$ cat config.mk
export PLATFORM = sky130hd
export DESIGN_NAME = vga_pattern_gen_flat
export DESIGN_NICKNAME = d
export VERILOG_FILES = /design/src/rtl/vga_pkg.sv /design/src/rtl/vga_pattern_gen_if.sv /design/src/rtl/vga_bounce_box.sv /design/src/rtl/vga_pattern_gen.sv /design/src/flat_wrapper.sv
export SDC_FILE = /design/constraint.sdc
export NUM_CORES = 1
export LEC_CHECK = 0
export CORE_MARGIN = 4
export CORE_UTILIZATION = 45
export CTS_BUF_LIST = sky130_fd_sc_hd__clkbuf_8
export DETAILED_ROUTE_END_ITERATION = 8
export PLACE_DENSITY = 0.69
export SYNTH_ARGS = -nofsm -noshare
export SYNTH_HDL_FRONTEND = slang
export SYNTH_SLANG_ARGS = --single-unit
$ cat constraint.sdc
create_clock -name i_clk -period 3.22 [get_ports i_clk]
set_clock_uncertainty 0.05 [all_clocks]
set_input_delay 0.644 -clock i_clk [delete_from_list [all_inputs] [get_ports i_clk]]
set_output_delay 0.644 -clock i_clk [all_outputs]
set_load 0.01 [all_outputs]
$ cat src/rtl/vga_pkg.sv
// Shared types and constants for the VGA pattern generator slice.
package vga_pkg;

    localparam int unsigned H_ACTIVE_DEF = 640;
    localparam int unsigned V_ACTIVE_DEF = 480;

    typedef enum logic [1:0] {
        MODE_BARS     = 2'd0,
        MODE_CHECKER  = 2'd1,
        MODE_BOX      = 2'd2,
        MODE_GRADIENT = 2'd3
    } mode_e;

    typedef enum logic {
        DIR_POS = 1'b0,
        DIR_NEG = 1'b1
    } dir_e;

    // Colours packed as {r[2:0], g[2:0], b[2:0]}
    localparam logic [8:0] BLACK = 9'b000_000_000;
    localparam logic [8:0] WHITE = 9'b111_111_111;
    localparam logic [8:0] BLUE  = 9'b000_000_111;

    function automatic logic [8:0] bar_colour(input logic [2:0] k);
        return {{3{k[2]}}, {3{k[1]}}, {3{k[0]}}};
    endfunction

    // One reflecting step along an axis; returns {next_dir, next_pos}.
    function automatic logic [10:0] bounce_step(input logic [9:0] pos, input dir_e dir,
                                                input logic [10:0] lim, input logic [10:0] step);
        logic [10:0] up;
        up = {1'b0, pos} + step;
        if (dir == DIR_POS)
            return (up > lim) ? {DIR_NEG, pos - step[9:0]} : {DIR_POS, up[9:0]};
        return ({1'b0, pos} < step) ? {DIR_POS, up[9:0]} : {DIR_NEG, pos - step[9:0]};
    endfunction

endpackage

$ cat src/rtl/vga_pattern_gen_if.sv
// Video timing in / RGB out bundle between the sync generator, pattern stage and DAC.
interface vga_pattern_gen_if;
    logic       i_hs;
    logic       i_vs;
    logic       i_activeArea;
    logic [9:0] i_px;
    logic [9:0] i_py;
    logic [1:0] i_mode;
    logic       o_hs;
    logic       o_vs;
    logic [2:0] o_red;
    logic [2:0] o_grn;
    logic [2:0] o_blu;

    modport master (
        output i_hs, i_vs, i_activeArea, i_px, i_py, i_mode,
        input  o_hs, o_vs, o_red, o_grn, o_blu
    );

    modport slave (
        input  i_hs, i_vs, i_activeArea, i_px, i_py, i_mode,
        output o_hs, o_vs, o_red, o_grn, o_blu
    );
endinterface

$ cat src/rtl/vga_bounce_box.sv
// Bouncing-box position state: moves STEP pixels per axis on each frame tick, reflecting at edges.
module vga_bounce_box
    import vga_pkg::*;
#(
    parameter int unsigned H_ACTIVE = H_ACTIVE_DEF,
    parameter int unsigned V_ACTIVE = V_ACTIVE_DEF,
    parameter int unsigned BOX_SIZE = 32,
    parameter int unsigned STEP     = 1
) (
    input  logic       clk,
    input  logic       rst_n,
    input  logic       tick,
    output logic [9:0] x,
    output logic [9:0] y
);

    localparam logic [10:0] X_MAX  = 11'(H_ACTIVE - BOX_SIZE);
    localparam logic [10:0] Y_MAX  = 11'(V_ACTIVE - BOX_SIZE);
    localparam logic [10:0] STEP11 = 11'(STEP);

    dir_e        dx;
    dir_e        dy;
    logic [10:0] nx;
    logic [10:0] ny;

    always_comb begin
        nx = bounce_step(x, dx, X_MAX, STEP11);
        ny = bounce_step(y, dy, Y_MAX, STEP11);
    end

    always_ff @(posedge clk or negedge rst_n) begin
        if (!rst_n) begin
            x  <= '0;
            y  <= '0;
            dx <= DIR_POS;
            dy <= DIR_POS;
        end else if (tick) begin
            x  <= nx[9:0];
            y  <= ny[9:0];
            dx <= dir_e'(nx[10]);
            dy <= dir_e'(ny[10]);
        end
    end

endmodule

$ cat src/rtl/vga_pattern_gen.sv
// Two-stage pixel colour pipeline with selectable test patterns and re-timed syncs.
// Optional macro VGA_PATTERN_BORDER_EN adds a white 1-pixel frame border.
module vga_pattern_gen
    import vga_pkg::*;
#(
    parameter int unsigned H_ACTIVE = H_ACTIVE_DEF,
    parameter int unsigned V_ACTIVE = V_ACTIVE_DEF,
    parameter int unsigned BOX_SIZE = 32,
    parameter int unsigned STEP     = 1
) (
    input  logic               i_clk,
    input  logic               i_reset_n,
    vga_pattern_gen_if.slave   vif
);

    localparam int unsigned BAR_W = H_ACTIVE / 8;

    logic       vs_prev;
    logic       frame_tick;
    mode_e      r_mode;
    logic [7:0] frame_cnt;
    logic [9:0] box_x;
    logic [9:0] box_y;
    logic [2:0] bar_k;
    logic       in_box;
    logic [8:0] colour;
    logic       hs1;
    logic       vs1;
    logic       act1;
    logic [8:0] col1;

    assign frame_tick = vs_prev & ~vif.i_vs;

    vga_bounce_box #(
        .H_ACTIVE(H_ACTIVE),
        .V_ACTIVE(V_ACTIVE),
        .BOX_SIZE(BOX_SIZE),
        .STEP    (STEP)
    ) u_box (
        .clk  (i_clk),
        .rst_n(i_reset_n),
        .tick (frame_tick),
        .x    (box_x),
        .y    (box_y)
    );

    always_ff @(posedge i_clk or negedge i_reset_n) begin
        if (!i_reset_n) begin
            vs_prev   <= 1'b1;
            r_mode    <= MODE_BARS;
            frame_cnt <= '0;
        end else begin
            vs_prev <= vif.i_vs;
            if (frame_tick) begin
                r_mode    <= mode_e'(vif.i_mode);
                frame_cnt <= frame_cnt + 8'd1;
            end
        end
    end

    // Bar index from a comparator chain; the last threshold passed wins.
    always_comb begin
        bar_k = '0;
        for (int unsigned b = 1; b < 8; b++)
            if ({1'b0, vif.i_px} >= 11'(b * BAR_W))
                bar_k = 3'(b);
    end

    always_comb begin
        in_box = ({1'b0, vif.i_px} >= {1'b0, box_x}) &&
                 ({1'b0, vif.i_px} <  {1'b0, box_x} + 11'(BOX_SIZE)) &&
                 ({1'b0, vif.i_py} >= {1'b0, box_y}) &&
                 ({1'b0, vif.i_py} <  {1'b0, box_y} + 11'(BOX_SIZE));
        colour = BLACK;
        case (r_mode)
            MODE_BARS:     colour = bar_colour(bar_k);
            MODE_CHECKER:  colour = (vif.i_px[5] ^ vif.i_py[5]) ? WHITE : BLACK;
            MODE_BOX:      colour = in_box ? WHITE : BLUE;
            MODE_GRADIENT: colour = {vif.i_px[9:7], vif.i_py[8:6], frame_cnt[7:5]};
            default:       colour = BLACK;
        endcase
`ifdef VGA_PATTERN_BORDER_EN
        if (vif.i_px == '0 || vif.i_px == 10'(H_ACTIVE - 1) ||
            vif.i_py == '0 || vif.i_py == 10'(V_ACTIVE - 1))
            colour = WHITE;
`endif
    end

    always_ff @(posedge i_clk or negedge i_reset_n) begin
        if (!i_reset_n) begin
            hs1       <= 1'b1;
            vs1       <= 1'b1;
            act1      <= 1'b0;
            col1      <= BLACK;
            vif.o_hs  <= 1'b1;
            vif.o_vs  <= 1'b1;
            vif.o_red <= '0;
            vif.o_grn <= '0;
            vif.o_blu <= '0;
        end else begin
            hs1  <= vif.i_hs;
            vs1  <= vif.i_vs;
            act1 <= vif.i_activeArea;
            col1 <= colour;
            vif.o_hs <= hs1;
            vif.o_vs <= vs1;
            {vif.o_red, vif.o_grn, vif.o_blu} <= act1 ? col1 : BLACK;
        end
    end

endmodule

$ cat src/flat_wrapper.sv
// flat-port wrapper written by rule: the top's interface ports become plain ports
module vga_pattern_gen_flat import vga_pkg::*;
#(
    parameter int unsigned H_ACTIVE = H_ACTIVE_DEF,
    parameter int unsigned V_ACTIVE = V_ACTIVE_DEF,
    parameter int unsigned BOX_SIZE = 32,
    parameter int unsigned STEP     = 1
)
  (i_clk, i_reset_n, vif_i_hs, vif_i_vs, vif_i_activeArea, vif_i_px, vif_i_py, vif_i_mode, vif_o_hs, vif_o_vs, vif_o_red, vif_o_grn, vif_o_blu);
  vga_pattern_gen_if vif_i ();
  input  logic i_clk;
  input  logic i_reset_n;
  input wire logic [$bits(vif_i.i_hs)-1:0] vif_i_hs;
  input wire logic [$bits(vif_i.i_vs)-1:0] vif_i_vs;
  input wire logic [$bits(vif_i.i_activeArea)-1:0] vif_i_activeArea;
  input wire logic [$bits(vif_i.i_px)-1:0] vif_i_px;
  input wire logic [$bits(vif_i.i_py)-1:0] vif_i_py;
  input wire logic [$bits(vif_i.i_mode)-1:0] vif_i_mode;
  output wire logic [$bits(vif_i.o_hs)-1:0] vif_o_hs;
  output wire logic [$bits(vif_i.o_vs)-1:0] vif_o_vs;
  output wire logic [$bits(vif_i.o_red)-1:0] vif_o_red;
  output wire logic [$bits(vif_i.o_grn)-1:0] vif_o_grn;
  output wire logic [$bits(vif_i.o_blu)-1:0] vif_o_blu;
  assign vif_i.i_hs = vif_i_hs;
  assign vif_i.i_vs = vif_i_vs;
  assign vif_i.i_activeArea = vif_i_activeArea;
  assign vif_i.i_px = vif_i_px;
  assign vif_i.i_py = vif_i_py;
  assign vif_i.i_mode = vif_i_mode;
  assign vif_o_hs = vif_i.o_hs;
  assign vif_o_vs = vif_i.o_vs;
  assign vif_o_red = vif_i.o_red;
  assign vif_o_grn = vif_i.o_grn;
  assign vif_o_blu = vif_i.o_blu;
  vga_pattern_gen #(.H_ACTIVE(H_ACTIVE), .V_ACTIVE(V_ACTIVE), .BOX_SIZE(BOX_SIZE), .STEP(STEP)) u_core (.i_clk(i_clk), .i_reset_n(i_reset_n), .vif(vif_i));
endmodule
== Yosys cells after proc, flatten, opt, wreduce, memory -nomap -nowiden ==
Index checks and enable logic that the tools add are counted.

* Output and inout bits: 11
* Input bits: 27
* Bits in registers: 55
* Word-level logic and storage cells: 64

* Bitwise logic cells: 3
* $add $sub $neg: 7
* Reduce and logical (&&, ||, !) cells: 4
* Muxes and demuxes: 17
* $lt $le $gt $ge: 15
* Equal/unequal tests: 3

{| class="wikitable"
|+ Operators by type and width
! operator !! number
|-
| 11-bit two-way mux || 6
|-
| 9-bit case mux with 4 select lines || 1
|-
| 10-bit by 9-bit >= comparator with 1-bit output, second input constant || 3
|-
| 9-bit two-way mux || 3
|-
| 10-bit by 1-bit adder with 11-bit output, second input constant || 2
|-
| 10-bit by 6-bit adder with 11-bit output, second input constant || 2
|-
| 10-bit by 11-bit less-than comparator with 1-bit output || 2
|-
| 10-bit >= comparator || 2
|-
| 10-bit by 8-bit >= comparator with 1-bit output, second input constant || 2
|-
| 10-bit by 1-bit less-than comparator with 1-bit output, second input constant || 2
|-
| 10-bit by 1-bit subtractor with 10-bit output, second input constant || 2
|-
| 3-bit two-way mux || 4
|-
| 11-bit by 10-bit > comparator with 1-bit output, second input constant || 1
|-
| 11-bit by 9-bit > comparator with 1-bit output, second input constant || 1
|-
| 10-bit >= comparator, second input constant || 1
|-
| 10-bit by 7-bit >= comparator with 1-bit output, second input constant || 1
|-
| 8-bit by 1-bit adder with 8-bit output, second input constant || 1
|-
| 2-bit equality test, second input constant || 2
|-
| 2-bit two-way mux || 2
|-
| 1-bit logical AND || 3
|-
| 2-bit by 1-bit equality test with 1-bit output, second input constant || 1
|-
| 2-bit logical NOT || 1
|-
| 1-bit AND || 1
|-
| 1-bit two-way mux || 1
|-
| 2 further kinds || 2
|}

== Longest topological paths before layout ==
Gate-level depths: netlist of run 1.

* Word-level depth: 9
* Mapped depth: 12
* Gate-level depth less buffers: 11

== Modules after synthesis ==
A second synthesis of run 1 with hierarchy kept.

* Cell total of the unflattened synthesis: 427
* Area, all modules: 4030.1 um2

{| class="wikitable"
|+ By module, submodules not included
! module !! cells an instance !! sequential area each (um2) !! area an instance (um2) !! times used
|-
| vga_pattern_gen || 217 || 830.8 || 2212.1 || 1
|-
| vga_bounce_box || 210 || 550.5 || 1818.0 || 1
|}

== Worst setup path before layout of run 1 ==
Ideal clock, no wire load.

* Path type: input to register
* Start point: input vif_i_px[1]
* End point: register u_core.col1[6]
* Setup slack: 0.549 ns
* Required time: 3.099 ns
* Arrival: 2.550 ns
* Library setup time: 0.071 ns
* Stages on the path: 10
* Path buffers: 1
* Cell sequence: ha_1 nor2b_1 o21a_1 o21ai_0 nand2b_1 a2111oi_0 o41ai_1 or4_1 clkbuf_1 nand4_1

* Word-level cells in the longest chain between the ends: 6
* Elaborated cells on any way between the ends: 15
* Classes of those cells: order compare: 6; mux: 6; reduce/logical: 3

{| class="wikitable"
|+ Ends and longest elaborated chain
! item !! line !! source
|-
| start: declaration || flat_wrapper.sv:16 || <nowiki>input wire logic [$bits(vif_i.i_px)-1:0] vif_i_px;</nowiki>
|-
| 10-bit by 9-bit >= comparator with 1-bit output, or another cell as far along || vga_pattern_gen.sv:65 || <nowiki>if ({1'b0, vif.i_px} >= 11'(b * BAR_W))</nowiki>
|-
| 3-bit two-way mux or 1-bit logical AND (tied branches) || vga_pattern_gen.sv:65, vga_pattern_gen.sv:70 ||
|-
| 3-bit two-way mux or 1-bit logical AND (tied branches) || vga_pattern_gen.sv:65, vga_pattern_gen.sv:71 ||
|-
| 3-bit two-way mux or 1-bit logical AND (tied branches) || vga_pattern_gen.sv:65, vga_pattern_gen.sv:72 ||
|-
| 3-bit two-way mux or 9-bit two-way mux (tied branches) || vga_pattern_gen.sv:65, vga_pattern_gen.sv:78 ||
|-
| 9-bit case mux with 4 select lines * || vga_pattern_gen.sv:75 || <nowiki>case (r_mode)</nowiki>
|-
| via u_core.colour[6] || vga_pattern_gen.sv:26 || <nowiki>logic [8:0] colour;</nowiki>
|-
| end signal: assignment || vga_pattern_gen.sv:104 || <nowiki>col1 <= colour;</nowiki>
|-
| end: declaration || vga_pattern_gen.sv:30 || <nowiki>logic [8:0] col1;</nowiki>
|}

Mark *: on every way through the listed nets, which the timed path passes. The rest lies on a longest branch.
A chain may end at the register's enable or synchronous reset.

== Worst setup path in the final report of run 1 ==
* Start point: input vif_i_px[1]
* End point: register u_core.col1[8]

The elaborated chain is that of the path after synthesis.

==> results of run 1 <==
per-layer routing:
layer | GRT usage (%) | vias up | routed length, µm
li1 | - | 1599 | -
met1 | 25.5 | 1480 | 4260
met2 | 28.5 | 94 | 3780
met3 | 2.21 | 10 | 457
met4 | 4.77 | 0 | 138
met5 | 0 | - | 0
critical path: stages:
cell and delay [ns]:
sky130_fd_sc_hd__clkdlybuf4s50_1 0.41, sky130_fd_sc_hd__ha_1 0.30, sky130_fd_sc_hd__nor2b_1 0.13, sky130_fd_sc_hd__o21a_1 0.15, sky130_fd_sc_hd__o21ai_0 0.17, sky130_fd_sc_hd__nand2b_1 0.08
sky130_fd_sc_hd__a2111oi_0 0.48, sky130_fd_sc_hd__o41ai_1 0.13, sky130_fd_sc_hd__or4_1 0.59, sky130_fd_sc_hd__nand4_1 0.13
cell families (layout without fill, tap and decap cells):
kind of cell,after synthesis,count (layout),synth area share (%)
xor+xnor,32,32,7.24
flops,55,55,35.7
buf+inv,51,80,5.62
simple gates,157,157,21.4
fa+ha+maj,39,39,12.6
compound gates,93,93,16.7
mux,3,3,0.776
cells in the mapped netlist, drive strengths merged (2+ instances only):
cell type / n / share of area [%]
a21boi: 2 / 0.39
a41oi: 5 / 1.1
a2111oi: 2 / 0.45
and4: 2 / 0.52
nand2b: 8 / 1.3
dfstp: 4 / 2.7
nor2b: 6 / 0.97
nor2: 22 / 2.1
nand3: 15 / 1.9
o41a: 2 / 0.58
ha: 39 / 13
mux2i: 3 / 0.78
nor4: 6 / 0.97
nand2: 39 / 3.8
clkbuf: 9 / 0.87
and2: 14 / 2.3
a21oi: 20 / 2.7
a211oi: 3 / 0.58
inv: 28 / 2.7
o41ai: 4 / 1.1
o21ai: 24 / 3.1
o21a: 2 / 0.39
or4: 3 / 0.58
nand4b: 3 / 0.68
o32ai: 2 / 0.45
or3: 4 / 0.68
o31ai: 2 / 0.39
xnor2: 29 / 6.6
a21o: 5 / 0.97
and3: 6 / 0.97
buf: 14 / 2.0
o211ai: 2 / 0.39
dfrtp: 51 / 33
nor3: 11 / 1.4
nand4: 15 / 2.4
o31a: 3 / 0.68
o311ai: 2 / 0.45
xor2: 3 / 0.68
power breakdown:
part / switching, mW / internal [mW] / leakage, nW
Combinational: 0.634 / 0.534 / 1.14
Sequential: 0.255 / 0.862 / 0.680
Clock: 0.262 / 0.166 / 0.0522
Total: 1.15 / 1.56 / 1.88
worst max-delay path by stage:
stage	from	endpoint	slack, ns	cells past startpoint
2_1_floorplan	vif_i_px[1]	u_core.col1[6]$_DFF_PN0_	0.55	10
3_3_place_gp	vif_i_px[1]	u_core.col1[7]$_DFF_PN0_	-0.08	10
3_5_place_dp	vif_i_px[1]	u_core.col1[6]$_DFF_PN0_	-0.16	10
4_1_cts	vif_i_px[1]	u_core.col1[6]$_DFF_PN0_	0.15	10
5_1_grt	vif_i_px[1]	u_core.col1[8]$_DFF_PN0_	0.006	10
6_report	vif_i_px[1]	u_core.col1[8]$_DFF_PN0_	0.17	10
stage by stage:
stage	instances	util, %
after floorplan	430	-
after global placement	556	52.1
after detailed placement	556	52.1
after CTS	564	53.3
after global routing	564	53.3
final	564	53.3
state kept, by name, indices dropped and copies added (netlist names), 2 cells and up:
| name | flops |
|---|---|
| u_core.vif.o_red | 3 |
| u_core.u_box.y | 10 |
| u_core.u_box.x | 10 |
| u_core.col1 | 9 |
| u_core.vif.o_blu | 3 |
| u_core.vif.o_grn | 3 |
| u_core.r_mode | 2 |
| u_core.frame_cnt | 8 |
area by class of cell:
type	instances	area, µm²
Sequential cell	55	1380
Multi-Input combinational cell	324	2270
Inverter	28	105
Tap cell	105	131
Clock buffer	5	68.8
Clock inverter	3	31.3
Timing Repair Buffer	44	430
Fill cell	766	3880
==> results.md, run 1 <==
Floorplan:
- The number of core rows is 33.
- The die covers 0.0102 mm².
- Measured along the y axis, the die boundary spans 101 µm.
- The initial utilization of the core area, before any placement, comes to 46.6%.
- The core region is 0.00830 mm².
- The number of top-level design ports is 38.
- The die width is 101 µm.

Global routing:
- The initial antenna violation count is 0.
- Entering global routing, the biggest net connects 56 pins.
- The first global-routing pass estimated 14,800 µm of wire.
- Summed over all layers, the global routing overflow is 0.
- The via count of the first global-routing pass is 3,115.
- Across every metal layer, demand over resource in global routing totals 17.8%.

Timing:
- The final max-slew violation count is 0.
- For the pin with the worst max-slew slack, the measured transition is 0.675 ns.
- Measured against its own limit, the worst slew margin works out to 54.6%.
- The count of endpoints failing hold in the final timing report was 0.
- The number of setup violations in the final report is 0.
- Of the available clock period, the critical path in the final layout requires 94.6%.
- The shortest clock period the worst path allows after layout is 3.05 ns.
- The setup TNS is 0 ns.
- The worst hold margin is 0.263 ns.
- The maximum clock frequency is 328 MHz.
- The minimum setup slack in the final design is 0.173 ns.
- Setup repair after global routing left no endpoint under its margin.

Route:
- After detailed routing, the number of vias per cell comes to 5.64.
- The number of remaining DRC errors is 0.
- Detailed routing inserted a total of 3,183 vias.
- The final layout contains routed wiring with a total length of 8630 µm.
- After the first detailed-routing iteration, the DRC count stood at 155.
- In the final routed layout, each cell accounts on average for 15.3 µm.
- The first detailed-routing pass took 5 iterations.
- The count of nets left with antenna violations once routing finished came out at 0.

Placed design:
- The placer congestion estimate is 0.854.
- Timing analysis after detailed placement gives a worst setup slack of -0.162 ns.
- Port buffering added 37 buffers.
- The post-detailed-placement cell area is 0.00432 mm².
- Detailed placement finished with a half-perimeter wire length of 6610 µm.

Critical path:
- The required time at the worst-slack endpoint is 3.41 ns.
- The endpoint of the most critical register-to-register path is u_core.col1[8]$_DFF_PN0_.
- The setup path with the least slack is of type in -> reg.
- The largest fanout of any net on the critical path is 6.
- For flop-to-flop paths, the worst setup slack is 0.25 ns.
- The arrival time at the worst endpoint is 3.24 ns.
- The startpoint of the worst register-to-register path is u_core.u_box.y[5]$_DFFE_PN0P_.
- The type of destination of the critical path is a register.
- The number of cells on the worst reg-to-reg path is 11.
- The startpoint class of the critical path is an input pin.

Power:
- The overall power of the completed layout is 2.71 mW.
- Across the VDD grid, the largest voltage drop is 0.318 mV.
- The total leakage power is 1.88 nW.
- Power spread over the standard cell area amounts to 614 mW/mm².

Yosys:
- The number of nets in the synthesized netlist is 496.
- During synthesis, Yosys emitted a total of 0 warnings.
- The portion of the post-synthesis area used by sequential elements is 35.7%.
- The mapped netlist covers 0.00387 mm².
- In the synthesized netlist the dominant register cell turns out to be sky130_fd_sc_hd__dfrtp_1.
- Counting flops with a built-in enable in the synthesized netlist gives 0.
- Synthesis handed over a netlist of 430 instances.
- The unique cell type count in the Yosys netlist is 65.
- In this run, synthesis produced a sequential element count of 55.
- The fraction of registers with async set/reset is 100%.
- Each instance of the synthesized netlist takes up on average 9.00 µm².

Cells and area:
- From synthesis to final layout, the design area changed by 14.2%.
- After the last flow step, the layout net total stands at 524.
- The finished cells cover 0.00442 mm².
- Leaving out fill and tap cells, the most frequent cell in the layout is sky130_fd_sc_hd__dfrtp_1.
- The total inserted antenna cells is 0.
- In the layout the commonest cells are sky130_fd_sc_hd__dfrtp_1, sky130_fd_sc_hd__ha_1, sky130_fd_sc_hd__nand2_1, sky130_fd_sc_hd__clkdlybuf4s50_1, sky130_fd_sc_hd__xnor2_1.
- The share of final-layout standard cells stronger than drive strength 1 is 5.88%.

CTS:
- The deepest level of the CTS H-tree is 2.
- Buffers inserted during clock tree synthesis total 5.
- The number of sinks handled by clock tree synthesis is 55.
- The post-CTS setup buffer count is 0.
- The count of hold-fix buffers inserted at cts is 0.
- The clock tree from TritonCTS is built.
- The longest clock path from root to sink contains 2 buffers.
- The number of gates given a new drive strength after cts is 0.
- The later pin in the worst-skew pair is clocked with a latency of 0.31 ns.
- After clock tree synthesis, the clock-pin slew on the worst setup and hold paths is 0.12 ns.
- In this run the clock root is driven by a sky130_fd_sc_hd__clkbuf_8.

Hold path:
- The tightest min-delay check is of the in -> async type.

Status:
- The run finished with clean final reports.

Run:
- Max-cap violations in this run came to 0.
(Power assumes the default switching activity.)
==> run 2: changes to the inputs <==
--- a/config.mk
+++ b/config.mk
@@ -5,6 +5,7 @@
 export SDC_FILE = /design/constraint.sdc
 export NUM_CORES = 1
 export LEC_CHECK = 0
+export CAP_MARGIN = 15
 export CORE_MARGIN = 4
 export CORE_UTILIZATION = 45
 export CTS_BUF_LIST = sky130_fd_sc_hd__clkbuf_8
==> results of run 2 <==
Final layout, timing and power as in run 1 (identical DEF).
==> run 3: changes to the inputs <==
--- a/config.mk
+++ b/config.mk
@@ -6,10 +6,11 @@
 export NUM_CORES = 1
 export LEC_CHECK = 0
 export CAP_MARGIN = 15
-export CORE_MARGIN = 4
+export CORE_MARGIN = 3
 export CORE_UTILIZATION = 45
 export CTS_BUF_LIST = sky130_fd_sc_hd__clkbuf_8
 export DETAILED_ROUTE_END_ITERATION = 8
+export HOLD_SLACK_MARGIN = 0.06
 export PLACE_DENSITY = 0.69
 export SYNTH_ARGS = -nofsm -noshare
 export SYNTH_HDL_FRONTEND = slang
==> run 3 against run 2 <==
Compared with the run above: first-iteration DRC count grew 52%; clock power is essentially flat; die area shrank 3.9%; non-clock buffer count is the same; via count grew 0.88%; flip-flop and latch count is the same; final cell count is the same; combinational power is essentially flat; routed wire length shrank 2.4%; global-route usage shrank 0.12 points; sequential share of layout area grew 0.071 points; final area shrank 0.23%.
==> results.md, run 3 (synthesized netlist as in run 1, its figures left out) <==
CTS:
- The count of hold-fix buffers inserted at cts was 0 (unchanged).
- The clock tree from TritonCTS is built (unchanged).
- The number of sinks handled by clock tree synthesis is 55 (unchanged).
- The maximum count of clock buffers along a single path is 2 (unchanged).
- The library cell used as clock root buffer is sky130_fd_sc_hd__clkbuf_8 (unchanged).
- The number of gates given a new drive strength after cts was 0 (unchanged).
- The deepest level of the CTS H-tree is 2 (unchanged).
- The clock latency of the later-clocked register in the worst-skew pair was 0.32 ns (was 0.31 ns).
- The post-CTS setup buffer count came to 0 (unchanged).
- The number of CTS-inserted buffers is 5 (unchanged).
- The clock-pin slew on the worst setup and hold paths is 0.11 ns (was 0.12 ns).

Power:
- The worst voltage drop across the vdd grid is 0.304 mV (was 0.318 mV).
- The share of total power in sequential cells is 41.4% (was 41.2%).
- The part of the total power dissipated in combinational logic is 42.7% (was 43.1%).
- The total leakage power is 1.87 nW (was 1.88 nW).
- The overall power of the completed layout is 2.70 mW (was 2.71 mW).
- The internal portion of total power was 1.56 mW (about the same).
- The power density over the cells came to 612 mW/mm² (was 614 mW/mm²).
- The switching part of the total came to 42.2% (was 42.4%).
- The clock network fraction of total power is 15.8% (about the same).
- The net switching power of the design is 1.14 mW (was 1.15 mW).

Floorplan:
- The number of top-level design ports is 38 (unchanged).
- The area of the core was 0.00830 mm² (unchanged).
- The die width is 98.8 µm (was 101 µm).
- The overall die height is 98.8 µm (was 101 µm).
- The die outline area is 0.00975 mm² (was 0.0102 mm²).
- The starting density of the core was 46.6% (unchanged).
- The number of core rows is 33 (unchanged).

Cells and area:
- The final core area utilization is 53.1% (was 53.3%).
- The most common library cell in the layout ignoring fill and taps is sky130_fd_sc_hd__dfrtp_1 (unchanged).
- The relative area change from synthesis to final layout was 13.9% (was 14.2%).
- The count of filler cells inserted in the layout came to 756 (was 766).
- The count of placed standard cells in the final layout, fillers left out is 564 (unchanged).
- The total inserted antenna cells was 0 (unchanged).
- The final design instance area without fill is 0.00441 mm² (was 0.00442 mm²).
- The final layout net count was 524 (unchanged).
- Commonest cells after routing, fill and taps aside: sky130_fd_sc_hd__dfrtp_1, sky130_fd_sc_hd__ha_1, sky130_fd_sc_hd__nand2_1, sky130_fd_sc_hd__clkdlybuf4s50_1, sky130_fd_sc_hd__xnor2_1 (unchanged).
- Largest registers ranked by flip-flop count: u_core.u_box.x (10), u_core.u_box.y (10), u_core.col1 (9) (unchanged).
- The share of final-layout standard cells stronger than drive strength 1 is 5.88% (unchanged).

Timing:
- Setup repair after global routing missed its margin: no (unchanged).
- The minimum setup slack in the final design is 0.205 ns (was 0.173 ns).
- The final clock period utilization by the worst path is 93.6% (was 94.6%).
- The final max-slew violation count is 0 (unchanged).
- The number of setup violations in the final report came to 0 (unchanged).
- The count of endpoints failing hold in the final timing report is 0 (unchanged).
- The worst max-slew margin expressed relative to the limit is 52.3% (was 54.6%).
- The setup TNS is 0 ns (unchanged).
- The worst hold margin is 0.276 ns (was 0.263 ns).
- The shortest clock period the worst path allows after layout was 3.02 ns (was 3.05 ns).
- The measured slew at the worst slew-check pin is 0.697 ns (was 0.675 ns).
- The maximum clock frequency is 332 MHz (was 328 MHz).

Route:
- The wire length the detailed router placed on met1 is 4310 µm (was 4260 µm).
- The ratio of routed vias to standard cells was 5.69 (was 5.64).
- The number of remaining DRC errors came to 0 (unchanged).
- The number of nets with antenna violations after routing was 0 (unchanged).
- The total wire length came to 8420 µm (was 8630 µm).
- The detailed router's first-iteration violation count is 235 (was 155).
- The wire length per cell is 14.9 µm (was 15.3 µm).
- The amount of wire on met3 after detailed routing was 442 µm (was 457 µm).
- The wire length on met2 is 3580 µm (was 3780 µm).
- The via count was 3,211 (was 3,183).
- The iteration count of the initial detailed-routing pass is 5 (unchanged).
- The uppermost signal routing layer after detailed routing is met4 (unchanged).

Critical path:
- The critical path depth is 10 (unchanged).
- The worst setup path endpoint is u_core.col1[5]$_DFF_PN0_ (was u_core.col1[8]$_DFF_PN0_).
- The number of buffers and inverters on the critical path is 1 (unchanged).
- The worst-path cell with the longest stage delay is sky130_fd_sc_hd__or4_1 (unchanged).
- The type of destination of the critical path is a register (unchanged).
- The arrival time at the worst endpoint is 3.22 ns (was 3.24 ns).
- The gate family responsible for the most delay along the worst path is simple AND/OR/NAND/NOR gates (unchanged).
- The largest fanout of any net on the critical path is 6 (unchanged).
- The cell count of the worst reg-to-reg path came to 9 (was 11).
- The start point of the critical path is vif_i_px[1] (unchanged).
- The reg2reg setup slack is 0.23 ns (was 0.25 ns).
- The endpoint of the most critical register-to-register path is u_core.u_box.y[8]$_DFFE_PN0P_ (was u_core.col1[8]$_DFF_PN0_).
- The type of the setup path with the least slack is in -> reg (unchanged).
- The required time at the worst-slack endpoint was 3.43 ns (was 3.41 ns).
- The critical path's largest stage delay is 0.61 ns (was 0.59 ns).
- The startpoint class of the critical path was an input pin (unchanged).
- The startpoint of the worst register-to-register path is u_core.u_box.y[5]$_DFFE_PN0P_ (unchanged).
- Crit-path cells: clkdlybuf4s50_1 > ha_1 > nor2b_1 > o21a_1 > o21ai_0 > nand2b_1 > a2111oi_0 > o41ai_1 > or4_1 > nand4_1 (unchanged).

Placed design:
- The cell count after placement is 556 (unchanged).
- The sum of net half-perimeters after detailed placement is 6490 µm (was 6610 µm).
- The number of buffers inserted by port buffering is 37 (unchanged).
- The post-detailed-placement cell area is 0.00431 mm² (was 0.00432 mm²).
- The placement-stage worst setup slack is -0.112 ns (was -0.162 ns).
- The placer congestion estimate is 0.833 (was 0.854).

Run:
- The max-cap check violation count came to 0 (unchanged).

Status:
- Status: completed (unchanged).

Hold path:
- The worst min-delay path class was in -> async (unchanged).

Global routing:
- The initial antenna violation count is 0 (unchanged).
- The global-route wire length before repair is 14,300 µm (was 14,800 µm).
- The sum of overflow across all layers after global routing is 0 (unchanged).
- The aggregate global-route resource usage is 17.7% (was 17.8%).
- The pin count of the biggest net entering global routing was 30 (was 56).
- The via count of the first global-routing pass is 2,954 (was 3,115).
run 3: power by group through the flow:
stage                     Sequential (mW)  Combinational (mW)  Clock, mW
after global placement               1.12                1.12          0
after detailed placement             1.13                1.15          0
final                                1.12                1.15      0.427
after floorplan                     0.999               0.987          0
after global routing                 1.15                1.33      0.465
after CTS                            1.11                1.16      0.442
run 3: routing by layer:
metal / vias up / GRT usage [%]
li1: 1592 / -
met1: 1514 / 26.9
met5: - / 0
met3: 9 / 2.62
met4: 0 / 4.83
met2: 96 / 26.2
run 3: final cells by class:
| type | instances | area [µm²] | share of cell area, % |
|---|---|---|---|
| tap | 105 | 131 | 2.98 |
| inverter | 28 | 105 | 2.38 |
| clock buffer | 5 | 68.8 | 1.56 |
| timing repair buffer | 44 | 418 | 9.48 |
| multi-input combinational | 324 | 2270 | 51.5 |
| sequential | 55 | 1380 | 31.3 |
| clock inverter | 3 | 33.8 | 0.766 |
run 3: worst min-delay path by stage:
stage,cells after the start,to,slack (ns),from
global route,1,u_core.frame_cnt[3]$_DFFE_PN0P_,0.31,i_reset_n
global placement,0,u_core.vif.o_hs$_DFF_PN1_,0.30,u_core.hs1$_DFF_PN1_
detailed placement,0,u_core.vif.o_hs$_DFF_PN1_,0.30,u_core.hs1$_DFF_PN1_
floorplan,0,u_core.act1$_DFF_PN0_,0.30,i_reset_n
finish,1,u_core.frame_cnt[0]$_DFFE_PN0P_,0.28,i_reset_n
CTS,1,u_core.frame_cnt[0]$_DFFE_PN0P_,0.28,i_reset_n
run 3: worst register-to-register path, delay by kind of cell (launching register included):
kind	cells	cell delay [ns]
xor+xnor	1	0.14
flops	1	0.57
compound gates	3	0.90
simple gates	4	0.98
fa+ha+maj	1	0.29
